[src/rtl/ecc_pkg.sv]
// Shared constants for the ECC32 error monitor: decoder error codes and FSM state encodings.
package ecc_pkg;

    localparam logic [1:0] ERR_NONE = 2'b00;
    localparam logic [1:0] ERR_SGL  = 2'b01;
    localparam logic [1:0] ERR_DBL  = 2'b10;
    localparam logic [1:0] ERR_CHK  = 2'b11;

    localparam logic [1:0] ST_BLANK  = 2'd0;
    localparam logic [1:0] ST_RUN    = 2'd1;
    localparam logic [1:0] ST_FROZEN = 2'd2;

endpackage

[src/rtl/sat_counter.sv]
// CNT_W-wide up-counter that sticks at all-ones; clear takes priority over increment.
module sat_counter #(
    parameter int CNT_W = 16
) (
    input  logic             clock,
    input  logic             clr,
    input  logic             inc,
    output logic [CNT_W-1:0] cnt
);

    logic [CNT_W-1:0] cnt_q, cnt_d;

    always_comb begin
        cnt_d = cnt_q;
        if (clr) begin
            cnt_d = '0;
        end else if (inc && (cnt_q != '1)) begin
            cnt_d = cnt_q + CNT_W'(1);
        end
    end

    always_ff @(posedge clock) begin
        cnt_q <= cnt_d;
    end

    assign cnt = cnt_q;

endmodule

[src/rtl/ecc32_err_monitor.sv]
// Re-registers the ECC decoder output and keeps saturating error/word counts,
// a first-error capture and a double-error alarm, gated by a post-clear holdoff FSM.
module ecc32_err_monitor
    import ecc_pkg::*;
#(
    parameter int CNT_W   = 16,
    parameter int HOLDOFF = 8
) (
    input  logic             clock,
    input  logic             reset,
    input  logic             dec_vld,
    input  logic [31:0]      dec_data,
    input  logic [1:0]       dec_err,
    input  logic             cnt_clr,
    input  logic             freeze_on_dbl,
    output logic [31:0]      data_out,
    output logic             data_vld,
    output logic [1:0]       err_out,
    output logic [CNT_W-1:0] sec_cnt,
    output logic [CNT_W-1:0] ded_cnt,
    output logic [CNT_W-1:0] chk_cnt,
    output logic [CNT_W-1:0] word_cnt,
    output logic             first_err_vld,
    output logic [1:0]       first_err_code,
    output logic [CNT_W-1:0] first_err_word,
    output logic             ded_alarm,
    output logic [1:0]       state
);

    localparam int HW = (HOLDOFF > 1) ? $clog2(HOLDOFF) : 1;

    logic [31:0]      data_q;
    logic             vld_q;
    logic [1:0]       err_q;
    logic [1:0]       state_q, state_d;
    logic [HW-1:0]    hold_q, hold_d;
    logic             fe_vld_q, fe_vld_d;
    logic [1:0]       fe_code_q, fe_code_d;
    logic [CNT_W-1:0] fe_word_q, fe_word_d;
    logic             alarm_q, alarm_d;

    logic clr;
    logic counted;

    // Reset and VME clear share one path into the counters, capture and FSM.
    assign clr     = reset | cnt_clr;
    assign counted = (state_q == ST_RUN) && dec_vld && !clr;

    always_comb begin
        state_d = state_q;
        hold_d  = hold_q;
        if (clr) begin
            state_d = ST_BLANK;
            hold_d  = HW'(HOLDOFF - 1);
        end else begin
            case (state_q)
                ST_BLANK: begin
                    if (hold_q == '0) state_d = ST_RUN;
                    else              hold_d  = hold_q - HW'(1);
                end
                ST_RUN: begin
                    if (counted && (dec_err == ERR_DBL) && freeze_on_dbl) state_d = ST_FROZEN;
                end
                default: ;
            endcase
        end
    end

    always_comb begin
        fe_vld_d  = fe_vld_q;
        fe_code_d = fe_code_q;
        fe_word_d = fe_word_q;
        alarm_d   = counted && (dec_err == ERR_DBL);
        if (clr) begin
            fe_vld_d  = 1'b0;
            fe_code_d = ERR_NONE;
            fe_word_d = '0;
        end else if (counted && (dec_err != ERR_NONE) && !fe_vld_q) begin
            fe_vld_d  = 1'b1;
            fe_code_d = dec_err;
            fe_word_d = word_cnt;
        end
    end

    always_ff @(posedge clock) begin
        if (reset) begin
            data_q    <= '0;
            vld_q     <= 1'b0;
            err_q     <= ERR_NONE;
            state_q   <= ST_BLANK;
            hold_q    <= HW'(HOLDOFF - 1);
            fe_vld_q  <= 1'b0;
            fe_code_q <= ERR_NONE;
            fe_word_q <= '0;
            alarm_q   <= 1'b0;
        end else begin
            data_q    <= dec_data;
            vld_q     <= dec_vld;
            err_q     <= dec_err;
            state_q   <= state_d;
            hold_q    <= hold_d;
            fe_vld_q  <= fe_vld_d;
            fe_code_q <= fe_code_d;
            fe_word_q <= fe_word_d;
            alarm_q   <= alarm_d;
        end
    end

    sat_counter #(.CNT_W(CNT_W)) u_word_cnt (
        .clock (clock), .clr (clr), .inc (counted), .cnt (word_cnt)
    );
    sat_counter #(.CNT_W(CNT_W)) u_sec_cnt (
        .clock (clock), .clr (clr), .inc (counted && (dec_err == ERR_SGL)), .cnt (sec_cnt)
    );
    sat_counter #(.CNT_W(CNT_W)) u_ded_cnt (
        .clock (clock), .clr (clr), .inc (counted && (dec_err == ERR_DBL)), .cnt (ded_cnt)
    );
    sat_counter #(.CNT_W(CNT_W)) u_chk_cnt (
        .clock (clock), .clr (clr), .inc (counted && (dec_err == ERR_CHK)), .cnt (chk_cnt)
    );

    assign data_out       = data_q;
    assign data_vld       = vld_q;
    assign err_out        = err_q;
    assign first_err_vld  = fe_vld_q;
    assign first_err_code = fe_code_q;
    assign first_err_word = fe_word_q;
    assign ded_alarm      = alarm_q;
    assign state          = state_q;

endmodule
[config.mk]
export PLATFORM = sky130hd
export DESIGN_NAME = ecc32_err_monitor
export DESIGN_NICKNAME = d
export VERILOG_FILES = /design/src/rtl/ecc_pkg.sv /design/src/rtl/sat_counter.sv /design/src/rtl/ecc32_err_monitor.sv
export SDC_FILE = /design/constraint.sdc
export NUM_CORES = 1
export LEC_CHECK = 0
export CORE_UTILIZATION = 47
export CTS_CLUSTER_DIAMETER = 80
export DETAILED_ROUTE_END_ITERATION = 12
export PLACE_DENSITY = 0.8
export SKIP_CTS_REPAIR_TIMING = 1
export SYNTH_ARGS = -nofsm -noshare
export SYNTH_HDL_FRONTEND = slang
export SYNTH_SLANG_ARGS = --single-unit
[constraint.sdc]
create_clock -name clock -period 2.9 [get_ports clock]
set_clock_uncertainty 0.2 [all_clocks]
set_input_delay 0.29 -clock clock [delete_from_list [all_inputs] [get_ports clock]]
set_output_delay 0.29 -clock clock [all_outputs]
set_load 0.02 [all_outputs]
# Word-level counts from Yosys, hierarchy flattened
# Cells that the tools add are included.
dict set report word_totals {
  regBits 124
  latchBits 0
  ramBits 0
  rom_bits 0
  out_inout_bits 121
  elab_cells 54
  mem_count 0
}
dict set report classes {
  n_addsub 5
  multipliers 0
  n_div 0
  n_lt_le_gt_ge 0
  n_eq_ne 10
  shifts 0
  muxes 3
  n_bitwise 2
  reduce_logical 21
}
# cell count
set op_table {}
lappend op_table {{adder 16 x 1 -> 16 bit, second input constant} 4}
lappend op_table {{inequality test 16 bit, second input constant} 4}
lappend op_table {{logical AND 1 bit} 12}
lappend op_table {{equality test 2 x 1 -> 1 bit, second input constant} 2}
lappend op_table {{equality test 2 bit, second input constant} 2}
lappend op_table {{two-way mux 2 bit} 2}
lappend op_table {{case mux 2 bit (2 select lines)} 1}
lappend op_table {{nonzero test 2 bit} 2}
lappend op_table {{logical NOT 3 bit} 1}
lappend op_table {{AND reduction 3 bit} 1}
lappend op_table {{subtractor 3 x 1 -> 3 bit, second input constant} 1}
lappend op_table {{logical NOT 1 bit} 2}
lappend op_table {{logical NOT 2 bit} 1}
lappend op_table {{inequality test 2 x 1 -> 1 bit, second input constant} 1}
lappend op_table {{inequality test 2 bit, second input constant} 1}
lappend op_table {{AND reduction 2 bit} 1}
lappend op_table {{OR reduction 2 bit} 1}
lappend op_table {{NOT 1 bit} 1}
lappend op_table {{bitwise OR 1 bit} 1}

# Longest topological paths before layout
# Gate-level depths: netlist (run 1).
dict set report logic_depth {
  ltp_word 7
  ltp_mapped 8
  ltp_nobuf 6
}

# Cells and area by module
# A second synthesis (run 1) with hierarchy kept.
dict set report unflattened {
  cells_unflattened 594
  area_unflattened_um2 5520.3
}
# mod n_inst cells_each area_per_inst_um2 seq_area_each_um2
set modules_own_cells {}
lappend modules_own_cells {sat_counter 4 99 848.3 320.3}
lappend modules_own_cells {ecc32_err_monitor 1 198 2127.0 1201.2}

# Least setup slack after synthesis (run 1)
# OpenSTA, ideal clock, no wires.
dict set report synth_timing {
  path_kind {register -> register}
  start {register u_ded_cnt.cnt_q[0] (netlist: u_ded_cnt.cnt[0])}
  end {register u_ded_cnt.cnt_q[7] (netlist: u_ded_cnt.cnt[7])}
  setup_time_ps 72
  arrival_ps 1909
  setup_slack_ps 720
  stages_incl_launch_ff 8
  period_less_slack_ps 2180
  cell_sequence {dfxtp_1 -> ha_1 -> and4_1 -> and4_1 -> clkbuf_1 -> clkbuf_1 -> nor4_1 -> mux2i_1}
}
dict set report synth_between {
  elab_chain_len 2
}
# element line
set synth_rtl {}
lappend synth_rtl {{start: declaration} sat_counter.sv:11} ;# logic [CNT_W-1:0] cnt_q, cnt_d;
lappend synth_rtl {{start signal: assignment} sat_counter.sv:23} ;# cnt_q <= cnt_d;
lappend synth_rtl {{parallel branches: the longest is 2 deep, another holds adder 16 x 1 -> 16 bit} --}
# Parallel ways; which one is timed is not known.
# A chain may end at the register's enable or synchronous reset.

# Final worst setup path (run 1)
dict set report layout_timing {
  start {input reset}
  end {register u_sec_cnt.cnt_q[3] (netlist: u_sec_cnt.cnt[3])}
}
dict set report layout_between {
  elab_chain_len 5
}
# element line
set layout_rtl {}
lappend layout_rtl {{start: declaration} ecc32_err_monitor.sv:10} ;# input logic reset,
lappend layout_rtl {{bitwise OR 1 bit (*)} ecc32_err_monitor.sv:46} ;# assign clr = reset | cnt_clr;
lappend layout_rtl {{logical NOT 1 bit} ecc32_err_monitor.sv:47} ;# assign counted = (state_q == ST_RUN) && dec_vld && !clr;
lappend layout_rtl {{logical AND 1 bit} ecc32_err_monitor.sv:47}
lappend layout_rtl {{logical AND 1 bit} ecc32_err_monitor.sv:113} ;# .clock (clock), .clr (clr), .inc (counted && (dec_err == ERR_SGL)), .cnt (sec_cnt)
lappend layout_rtl {{logical AND 1 bit} sat_counter.sv:17} ;# end else if (inc && (cnt_q != '1)) begin
lappend layout_rtl {{end signal: assignment} sat_counter.sv:23}
lappend layout_rtl {{end: declaration} sat_counter.sv:11}
# Every way passes the cells marked *; elsewhere a longest branch is shown, timed or not.

==> flow_summary.yaml, run 1 <==
outcome:
  result_of_the_run: "complete, no violations"
timing:
  period_needed_ns: 2.41
  worst-slew-pin-transition_ns: 0.971
  setup-violations-final: 0
  fmax_ghz: 0.415
  grt_setup_unrepaired: "no"
  final-max-slew-violation-count: 0
  min_period_over_period_pct: 83.1
  postLayoutSetupSlackWorst_ns: 0.490
  finalHoldViolCount: 0
  max_slew_margin_pct: 34.5
  setup-tns-final_ns: 0
  final.hold.worst_slack_ns: 0.126
yosys:
  post-synth-top-area-fraction_pct: 47.2
  synthesis.nets: 613
  syn-mean-instance-area_sq_um: 9.26
  ys_warn_count: 0
  synth-seq-cells: 124
  synth_seq_area_share_pct: 47.2
  synth_cell_types: 46
  syn_area_sq_um: 5260
  synth_enable_flop_cells: 0
  synth_area_leaders: "sky130_fd_sc_hd__dfxtp_1 (47%), sky130_fd_sc_hd__o31ai_1 (4.7%), sky130_fd_sc_hd__a21oi_1 (4.6%)"
  synth.largest_area_cell: "sky130_fd_sc_hd__dfxtp_1"
  postSynth.asyncResetShare_pct: 0
  synth_flop_cell: "sky130_fd_sc_hd__dfxtp_1"
  cells_after_synth: 568
setup_path:
  cp_data_required_time_ns: 3.14
  timing.reg2reg.setup_slack_ns: 0.67
  critical_path_arrival_ns: 2.65
  type_of_element_capturing_the_critical_path: "register"
  crit_path_max_fanout: 21
  crit_path_start_kind: "primary input"
  critPathKind: "in -> reg"
floorplan:
  die_span_in_y_microns: 108
  core_area_sq_um: 10900
  area_of_the_die_sq_um: 11600
  pin_count: 160
  initial_core_utilization_pct: 48.3
  die_w_microns: 108
  placementRows: 38
placement:
  place.gp.congestion: 0.844
  setup_slack_at_placement_ns: 0.126
  port_buffers: 159
  post_dp_cell_area_sq_um: 6970
  detailedPlacementHpwl_microns: 9580
  placed_cells_incl_taps: 846
clock_tree:
  clock_tree.buffer_depth: 2
  cts_buffers: 17
  cts_root_buffer: "sky130_fd_sc_hd__clkbuf_8"
  cts.htree.levels: 4
  clock_sinks: 124
  clk-insertion-delay-late_ns: 0.52
  clk_pin_slew_worst_paths_ns: 0.06
  tritoncts: "yes"
grt:
  grt_pass1_vias: 4720
  grt_pass1_wl_microns: 22500
  groute.usage.overall_pct: 24.5
  grt-ovfl-total: 0
  grt_antenna_before_repair: 0
  maximum_number_of_pins_on_one_net_before_global_route_repair: 57
detailed_routing:
  wl_microns: 14100
  first_pass_iters: 6
  maxUsedRoutingLayer: "met4"
  routedLengthMet1_microns: 6060
  via_count: 5124
  met3_wirelength_microns: 997
  drt-initial-drc-count: 305
  remaining_drc_errors: 0
  met2_wirelength_microns: 6720
  ant_nets: 0
  via_per_inst: 5.84
  wire_per_inst_microns: 16.0
layout:
  finish.cell_count_without_fillers: 878
  post_route_cells_drive_above_1_share_pct: 6.64
  postLayoutCellArea_sq_um: 7600
  layout-area-overhead-vs-synth_pct: 44.5
  num_antenna_cells: 0
  nNetsFinal: 771
power:
  power.density_cell_area_nw_per_um2: 548
  ir_drop_mv: 0.630
  total_leakage_power_nw: 2.47
flow_run:
  cap_viol_max_count: 0
hold_path:
  hp-class: "in -> reg"
## cell type report
cell class / instances / area, sq um
Clock buffer: 19 / 422
Clock inverter: 12 / 196
Fill cell: 810 / 3290
Inverter: 11 / 41.3
Multi-Input combinational cell: 401 / 2610
Sequential cell: 124 / 2480
Tap cell: 140 / 175
Timing Repair Buffer: 171 / 1680
## synthesized netlist by cell type, types with 2 or more instances
library cell,instances
sky130_fd_sc_hd__ha_1,6
sky130_fd_sc_hd__o311ai_0,4
sky130_fd_sc_hd__nor2_1,24
sky130_fd_sc_hd__inv_1,11
sky130_fd_sc_hd__nor4b_2,2
sky130_fd_sc_hd__and2_1,3
sky130_fd_sc_hd__nand2_1,37
sky130_fd_sc_hd__and3_1,9
sky130_fd_sc_hd__mux2i_1,23
sky130_fd_sc_hd__and3b_1,2
sky130_fd_sc_hd__dfxtp_1,124
sky130_fd_sc_hd__o21ai_0,12
sky130_fd_sc_hd__a311oi_1,2
sky130_fd_sc_hd__o41ai_1,4
sky130_fd_sc_hd__or3_1,18
sky130_fd_sc_hd__o211ai_1,6
sky130_fd_sc_hd__a21oi_1,48
sky130_fd_sc_hd__clkbuf_1,28
sky130_fd_sc_hd__or4_1,31
sky130_fd_sc_hd__nand4_1,19
sky130_fd_sc_hd__nor3_1,6
sky130_fd_sc_hd__o21a_1,5
sky130_fd_sc_hd__nor4_1,11
sky130_fd_sc_hd__nand3_1,25
sky130_fd_sc_hd__a31oi_1,2
sky130_fd_sc_hd__and4_1,14
sky130_fd_sc_hd__o31ai_1,33
sky130_fd_sc_hd__nand3b_1,5
sky130_fd_sc_hd__nor2b_1,37
## worst paths after layout
kind                                           to               from  cells past startpoint
worst max-delay path             u_sec_cnt.cnt[3]              reset                      6
worst min-delay path                 data_out[11]       dec_data[11]                      2
worst max register to register   u_ded_cnt.cnt[6]   u_ded_cnt.cnt[0]                      5
worst min register to register  first_err_code[0]  first_err_code[0]                      2
## layer usage
layer  vias to the layer above  global-route usage [%]
met5                         -                       0
li1                       2465                       -
met3                        31                    6.66
met4                         0                    10.6
met2                       200                    40.7
met1                      2428                    29.5
## cells by family (layout without fill, tap and decap cells)
family                     count (synthesis)  after routing  share of synthesized area [%]
muxes                                     23             23                           4.38
xor gates and xnor gates                   1              1                          0.167
adders and majority gates                  6              6                           1.43
DFF                                      124            124                           47.2
AOI/OAI and AO/OA                        121            121                           14.7
buffers and inverters                     43            213                           3.31
and+or+nand+nor                          250            250                           28.8
## layout by cell type (no fill, tap or decap), types with 9 or more instances in the layout
cell	instances
sky130_fd_sc_hd__inv_1	11
sky130_fd_sc_hd__nand4_1	19
sky130_fd_sc_hd__clkdlybuf4s50_1	158
sky130_fd_sc_hd__nor4_1	11
sky130_fd_sc_hd__buf_4	11
sky130_fd_sc_hd__and4_1	14
sky130_fd_sc_hd__nand2_1	37
sky130_fd_sc_hd__nor2_1	23
sky130_fd_sc_hd__clkbuf_16	16
sky130_fd_sc_hd__mux2i_1	23
sky130_fd_sc_hd__dfxtp_1	124
sky130_fd_sc_hd__a21oi_1	48
sky130_fd_sc_hd__o31ai_1	33
sky130_fd_sc_hd__or3_1	18
sky130_fd_sc_hd__or4_1	31
sky130_fd_sc_hd__o21ai_0	12
sky130_fd_sc_hd__and3_1	9
sky130_fd_sc_hd__nor2b_1	37
sky130_fd_sc_hd__nand3_1	25
## state kept, by name, summed over array words and instances (netlist names)
signal / count
u_ded_cnt.cnt: 16
first_err_code: 2
state: 2
u_sec_cnt.cnt: 16
u_chk_cnt.cnt: 16
u_word_cnt.cnt: 16
first_err_vld: 1
err_out: 2
data_vld: 1
hold_q: 3
ded_alarm: 1
first_err_word: 16
data_out: 32
## critical path, cell delays in order
cell and delay [ns]:
sky130_fd_sc_hd__dlygate4sd3_1 0.57, sky130_fd_sc_hd__buf_2 0.22, sky130_fd_sc_hd__nor4b_2 0.33, sky130_fd_sc_hd__nand2_1 0.45
sky130_fd_sc_hd__or4_1 0.63, sky130_fd_sc_hd__a21oi_1 0.17
## metrics by stage
step	power (mW)	utilization, %
after floorplan	1.86	-
after global placement	1.98	64.0
after detailed placement	1.98	64.0
after CTS	4.20	69.7
after global routing	4.30	69.8
final	4.17	69.8
## power breakdown
group / total, mW / switching [mW] / internal (mW) / leakage [nW]
combinational: 0.209 / 0.0985 / 0.111 / 1.17
clock: 2.22 / 0.748 / 1.47 / 0.294
sequential: 1.74 / 0.00716 / 1.73 / 1.01
Power figures use the tool's default switching activity.
==> run 2: changes to the inputs <==
--- a/config.mk
+++ b/config.mk
@@ -5,10 +5,10 @@
 export SDC_FILE = /design/constraint.sdc
 export NUM_CORES = 1
 export LEC_CHECK = 0
-export CORE_UTILIZATION = 47
+export CORE_UTILIZATION = 42
 export CTS_CLUSTER_DIAMETER = 80
 export DETAILED_ROUTE_END_ITERATION = 12
-export PLACE_DENSITY = 0.8
+export PLACE_DENSITY = 0.76
 export SKIP_CTS_REPAIR_TIMING = 1
 export SYNTH_ARGS = -nofsm -noshare
 export SYNTH_HDL_FRONTEND = slang
==> constraint.sdc (replaced) <==
create_clock -name clock -period 2.1 [get_ports clock]
set_clock_uncertainty 0.2 [all_clocks]
set_input_delay 0.21 -clock clock [delete_from_list [all_inputs] [get_ports clock]]
set_output_delay 0.21 -clock clock [all_outputs]
set_load 0.02 [all_outputs]
==> flow_summary.yaml, run 2 (synthesis gave the netlist of run 1 again) <==
power:
  total_leakage_power_nw: 2.75
  power.density_cell_area_nw_per_um2: 694
  ir_drop_mv: 0.401
layout:
  multi_input_comb_area_sq_um: 2630
  final.fill_count: 982
  nNetsFinal: 825
  seqCellArea_sq_um: 2490
  final_common_cell: "sky130_fd_sc_hd__clkdlybuf4s50_1"
  post_route_cells_drive_above_1_share_pct: 14.2
  num_antenna_cells: 0
  layout-area-overhead-vs-synth_pct: 53.2
  largest_register_ffs: 32
  most_used_cells_in_the_layout_excluding_fill_and_tap_cells: "sky130_fd_sc_hd__clkdlybuf4s50_1 (158), sky130_fd_sc_hd__dfxtp_1 (120), sky130_fd_sc_hd__buf_4 (65)"
  final_core_utilization_pct: 66.5
  finish.cell_count_without_fillers: 961
floorplan:
  area_of_the_die_sq_um: 13000
  core_area_sq_um: 12100
  pin_count: 160
  initial_core_utilization_pct: 43.4
  die_span_in_y_microns: 114
  die_w_microns: 114
  placementRows: 40
clock_tree:
  tritoncts: "yes"
  cts_buffers: 17
  clock_sinks: 124
  clock_tree.buffer_depth: 2
  cts_root_buffer: "sky130_fd_sc_hd__clkbuf_16"
  clk_pin_slew_worst_paths_ns: 0.05
  clk-insertion-delay-late_ns: 0.41
  cts.htree.levels: 4
detailed_routing:
  remaining_drc_errors: 0
  ant_nets: 0
  via_count: 5382
  via_per_inst: 5.60
  first_pass_iters: 5
  wl_microns: 14600
  wire_per_inst_microns: 15.2
  drt-initial-drc-count: 314
timing:
  setup-violations-final: 0
  final-max-slew-violation-count: 0
  worst-slew-pin-transition_ns: 0.615
  finalHoldViolCount: 0
  max_slew_margin_pct: 58.4
  period_needed_ns: 2.02
  grt_setup_unrepaired: "yes"
  min_period_over_period_pct: 96.0
  fmax_ghz: 0.496
setup_path:
  type_of_element_capturing_the_critical_path: "register"
  timing.rr.end: "u_ded_cnt.cnt[12]"
  timing.reg2reg.setup_slack_ns: 0.08
  worstReg2RegStart: "u_ded_cnt.cnt[0]"
  crit_path_start_kind: "register"
  critPathKind: "reg -> reg"
  critical_path_arrival_ns: 2.15
  cp_data_required_time_ns: 2.24
  crit_path_max_fanout: 5
  ff2ff_path_depth: 6
grt:
  groute.usage.overall_pct: 22.9
  maximum_number_of_pins_on_one_net_before_global_route_repair: 43
  grt_pass1_vias: 4985
  grt-ovfl-total: 0
  grt_pass1_wl_microns: 23700
  grt_antenna_before_repair: 0
placement:
  port_buffers: 159
  place.gp.congestion: 0.877
  placed_cells_incl_taps: 929
  detailedPlacementHpwl_microns: 10400
flow_run:
  cap_viol_max_count: 0
outcome:
  result_of_the_run: "complete, no violations"
hold_path:
  holdPathStages: 3
  hp-class: "in -> reg"
  holdPathEnd: "data_out[10]"
  hold_path.startpoint: "reset"
-- run 2: cell count changes in the layout (fill, tap and decap cells not counted), sizes merged --
cell         change
dlygate4sd3      -1
clkinvlp         -3
clkinv           +1
bufinv           -3
clkbuf           +6
buf             +55
-- run 2: worst max-delay path by stage --
stage | startpoint | to | slack [ns] | depth (start not counted)
2_1_floorplan | state[1] | u_chk_cnt.cnt[8] | 0.008 | 4
3_3_place_gp | cnt_clr | u_chk_cnt.cnt[8] | -0.26 | 5
3_5_place_dp | cnt_clr | u_sec_cnt.cnt[14] | -0.30 | 7
4_1_cts | u_sec_cnt.cnt[0] | u_sec_cnt.cnt[14] | -0.03 | 5
5_1_grt | u_sec_cnt.cnt[0] | u_sec_cnt.cnt[0] | -0.02 | 6
6_report | u_ded_cnt.cnt[0] | u_ded_cnt.cnt[12] | 0.08 | 6
-- run 2: area by class of cell --
| cell class | count | area share (%) |
|---|---|---|
| Sequential cell | 124 | 30.9 |
| Clock inverter | 7 | 1.06 |
| Timing Repair Buffer | 225 | 26.0 |
| Clock buffer | 25 | 6.27 |
| Tap cell | 168 | 2.61 |
| Multi-Input combinational cell | 401 | 32.7 |
| Inverter | 11 | 0.513 |
-- run 2: routing by layer --
layer	track usage, %	wire length [microns]
met1	26.9	6190
met2	38.1	7060
met3	6.70	964
met4	11.9	402
met5	0	0
-- run 2: power breakdown --
group | switching [mW] | internal, mW | total [mW] | leakage, nW
Sequential | 0.00979 | 2.39 | 2.40 | 1.01
Clock | 0.995 | 1.89 | 2.89 | 0.297
Combinational | 0.139 | 0.163 | 0.302 | 1.45
-- run 2: critical path, stage by stage, from the launching register on --
cell and delay (ns):
sky130_fd_sc_hd__dfxtp_2 0.32, sky130_fd_sc_hd__ha_1 0.19, sky130_fd_sc_hd__and4_1 0.26, sky130_fd_sc_hd__buf_4 0.14, sky130_fd_sc_hd__nand4_1 0.16, sky130_fd_sc_hd__or4_1 0.51, sky130_fd_sc_hd__a21oi_1 0.16
-- run 2: stage by stage --
stage               hold WS, ns  area, sq um  setup TNS (ns)  worst slack (ns)  power, mW
finish                   0.0866         8060               0            0.0839       5.59
global route             0.0845         8060         -0.0390           -0.0221       5.79
CTS                      0.0729         8040         -0.0327           -0.0302       5.64
detailed placement        0.279         7440          -12.13            -0.300       2.75
global placement          0.262         7440           -8.81            -0.257       2.75
floorplan                 0.138         5270               0           0.00804       2.57
==> run 3: changes to the inputs <==
--- a/config.mk
+++ b/config.mk
@@ -5,10 +5,11 @@
 export SDC_FILE = /design/constraint.sdc
 export NUM_CORES = 1
 export LEC_CHECK = 0
-export CORE_UTILIZATION = 42
+export CORE_UTILIZATION = 55
 export CTS_CLUSTER_DIAMETER = 80
 export DETAILED_ROUTE_END_ITERATION = 12
-export PLACE_DENSITY = 0.76
+export DONT_BUFFER_PORTS = 1
+export PLACE_DENSITY = 0.73
 export SKIP_CTS_REPAIR_TIMING = 1
 export SYNTH_ARGS = -nofsm -noshare
 export SYNTH_HDL_FRONTEND = slang
==> flow_summary.yaml, run 3 (synthesis gave the netlist of run 1 again) <==
outcome:
  result_of_the_run: "complete, but fails checks"
  violations: "hold timing, setup timing"
setup_path:
  crit_path_max_fanout: 45
  timing.critical_path.max_delay_family: "buffers and inverters"
  wp_depth: 7
  type_of_element_capturing_the_critical_path: "register"
  cpPeakStageDelay_ns: 0.62
  crit_path_start_kind: "primary input"
  critical_path_arrival_ns: 2.31
  critPathKind: "in -> reg"
  crit_path_buf_inv_count: 3
  timing.reg2reg.setup_slack_ns: 0
  cp_data_required_time_ns: 2.28
  slowest_cell_on_the_critical_path: "sky130_fd_sc_hd__dlygate4sd3_1"
  ff2ff_path_depth: 6
  timing.critical_path.cells: "buf_12 > nor4b_2 > dlygate4sd3_1 > nand4_1 > buf_4 > o311ai_0 > o41ai_1"
grt:
  grt-ovfl-total: 0
  grt_pass1_wl_microns: 21300
  grt_antenna_before_repair: 0
  maximum_number_of_pins_on_one_net_before_global_route_repair: 58
  grt_pass1_vias: 4464
  groute.usage.overall_pct: 26.7
timing:
  period_needed_ns: 2.13
  final.hold.worst_slack_ns: -0.0906
  postLayoutSetupSlackWorst_ns: -0.0292
  final-max-slew-violation-count: 0
  finalHoldViolCount: 9
  worst-slew-pin-transition_ns: 0.628
  fmax_ghz: 0.470
  max_slew_margin_pct: 57.5
  min_period_over_period_pct: 101
  setup-violations-final: 2
hold_path:
  hp-class: "in -> reg"
  holdPathStages: 4
layout:
  final_common_cell: "sky130_fd_sc_hd__dfxtp_1"
  most_used_cells_in_the_layout_excluding_fill_and_tap_cells: "sky130_fd_sc_hd__dfxtp_1 (120), sky130_fd_sc_hd__buf_4 (89), sky130_fd_sc_hd__dlygate4sd3_1 (86)"
  largest_register_ffs: 32
  final_core_utilization_pct: 80.6
  num_antenna_cells: 0
  nNetsFinal: 777
  layout-area-overhead-vs-synth_pct: 41.6
  finish.cell_count_without_fillers: 874
  post_route_cells_drive_above_1_share_pct: 19.3
  final.fill_count: 544
floorplan:
  placementRows: 35
  die_span_in_y_microns: 99.8
  core_area_sq_um: 9240
  die_w_microns: 99.8
  area_of_the_die_sq_um: 9960
  initial_core_utilization_pct: 56.9
  pin_count: 160
clock_tree:
  clock_sinks: 124
  clk-insertion-delay-late_ns: 0.52
  cts_root_buffer: "sky130_fd_sc_hd__clkbuf_8"
  clk_pin_slew_worst_paths_ns: 0.06
  cts_buffers: 17
  tritoncts: "yes"
  clock_tree.buffer_depth: 2
  cts.htree.levels: 4
detailed_routing:
  ant_nets: 0
  via_count: 5369
  drt-initial-drc-count: 274
  via_per_inst: 6.14
  wl_microns: 16400
  wire_per_inst_microns: 18.7
  first_pass_iters: 5
  remaining_drc_errors: 0
power:
  total_leakage_power_nw: 2.70
  ir_drop_mv: 0.477
  power.density_cell_area_nw_per_um2: 729
flow_run:
  cap_viol_max_count: 0
placement:
  detailedPlacementHpwl_microns: 9140
  place.gp.congestion: 0.879
  placed_cells_incl_taps: 753
  port_buffers: 0
-- run 3: cell count changes in the layout (fill, tap and decap cells not counted), moves of 5 or more --
| cell | previous run | this run |
|---|---|---|
| sky130_fd_sc_hd__clkdlybuf4s50_1 | 158 | 0 |
| sky130_fd_sc_hd__dlygate4sd3_1 | 0 | 86 |
| sky130_fd_sc_hd__buf_4 | 65 | 89 |
| sky130_fd_sc_hd__inv_6 | 0 | 7 |
| sky130_fd_sc_hd__clkinv_2 | 5 | 0 |
-- run 3: path summary, 6_finish.rpt --
kind	startpoint	end
max	reset	u_ded_cnt.cnt[10]
min	cnt_clr	u_sec_cnt.cnt[1]
max reg2reg	u_ded_cnt.cnt[0]	u_ded_cnt.cnt[10]
min reg2reg	hold_q[1]	hold_q[1]
-- run 3: layer usage --
metal	vias up	global-route usage [%]	routed length (microns)
li1	2483	-	-
met4	0	9.50	390
met2	295	45.7	8140
met3	53	7.66	1410
met1	2538	31.9	6440
met5	-	0	0
-- run 3: per-stage QoR --
step                      TNS, ns  hold slack (ns)  setup slack (ns)  cell area (sq um)  power [mW]
after floorplan                 0            0.138           0.00804               5270        2.57
after global placement          0           0.0862            0.0780               5970        2.58
after detailed placement        0           0.0874            0.0174               5970        2.58
after CTS                 -0.0296           -0.450           -0.0144               6530        5.27
after global routing       -0.186          -0.0867           -0.0988               7450        5.59
final                     -0.0581          -0.0906           -0.0292               7450        5.43
-- run 3: cell type report --
class                   count  area (sq um)  share of cell area [%]
well taps                 129           161                    2.17
inverters                  11          41.3                   0.554
repair buffers            177          1570                    21.1
clock buffers              18           428                    5.75
flip-flops and latches    124          2490                    33.4
multi-input cells         401          2640                    35.4
clock inverters            14           124                    1.66
-- run 3: power breakdown --
group / internal, mW / switching [mW] / total [mW]
Combinational: 0.136 / 0.0912 / 0.227
Sequential: 2.39 / 0.0593 / 2.45
Clock: 1.53 / 1.22 / 2.75
-- run 3: worst min-delay path, stage by stage --
cell and delay (ns):
sky130_fd_sc_hd__nor4b_2 0.04, sky130_fd_sc_hd__and2_1 0.18, sky130_fd_sc_hd__nand3_1 0.09, sky130_fd_sc_hd__a21oi_1 0.05
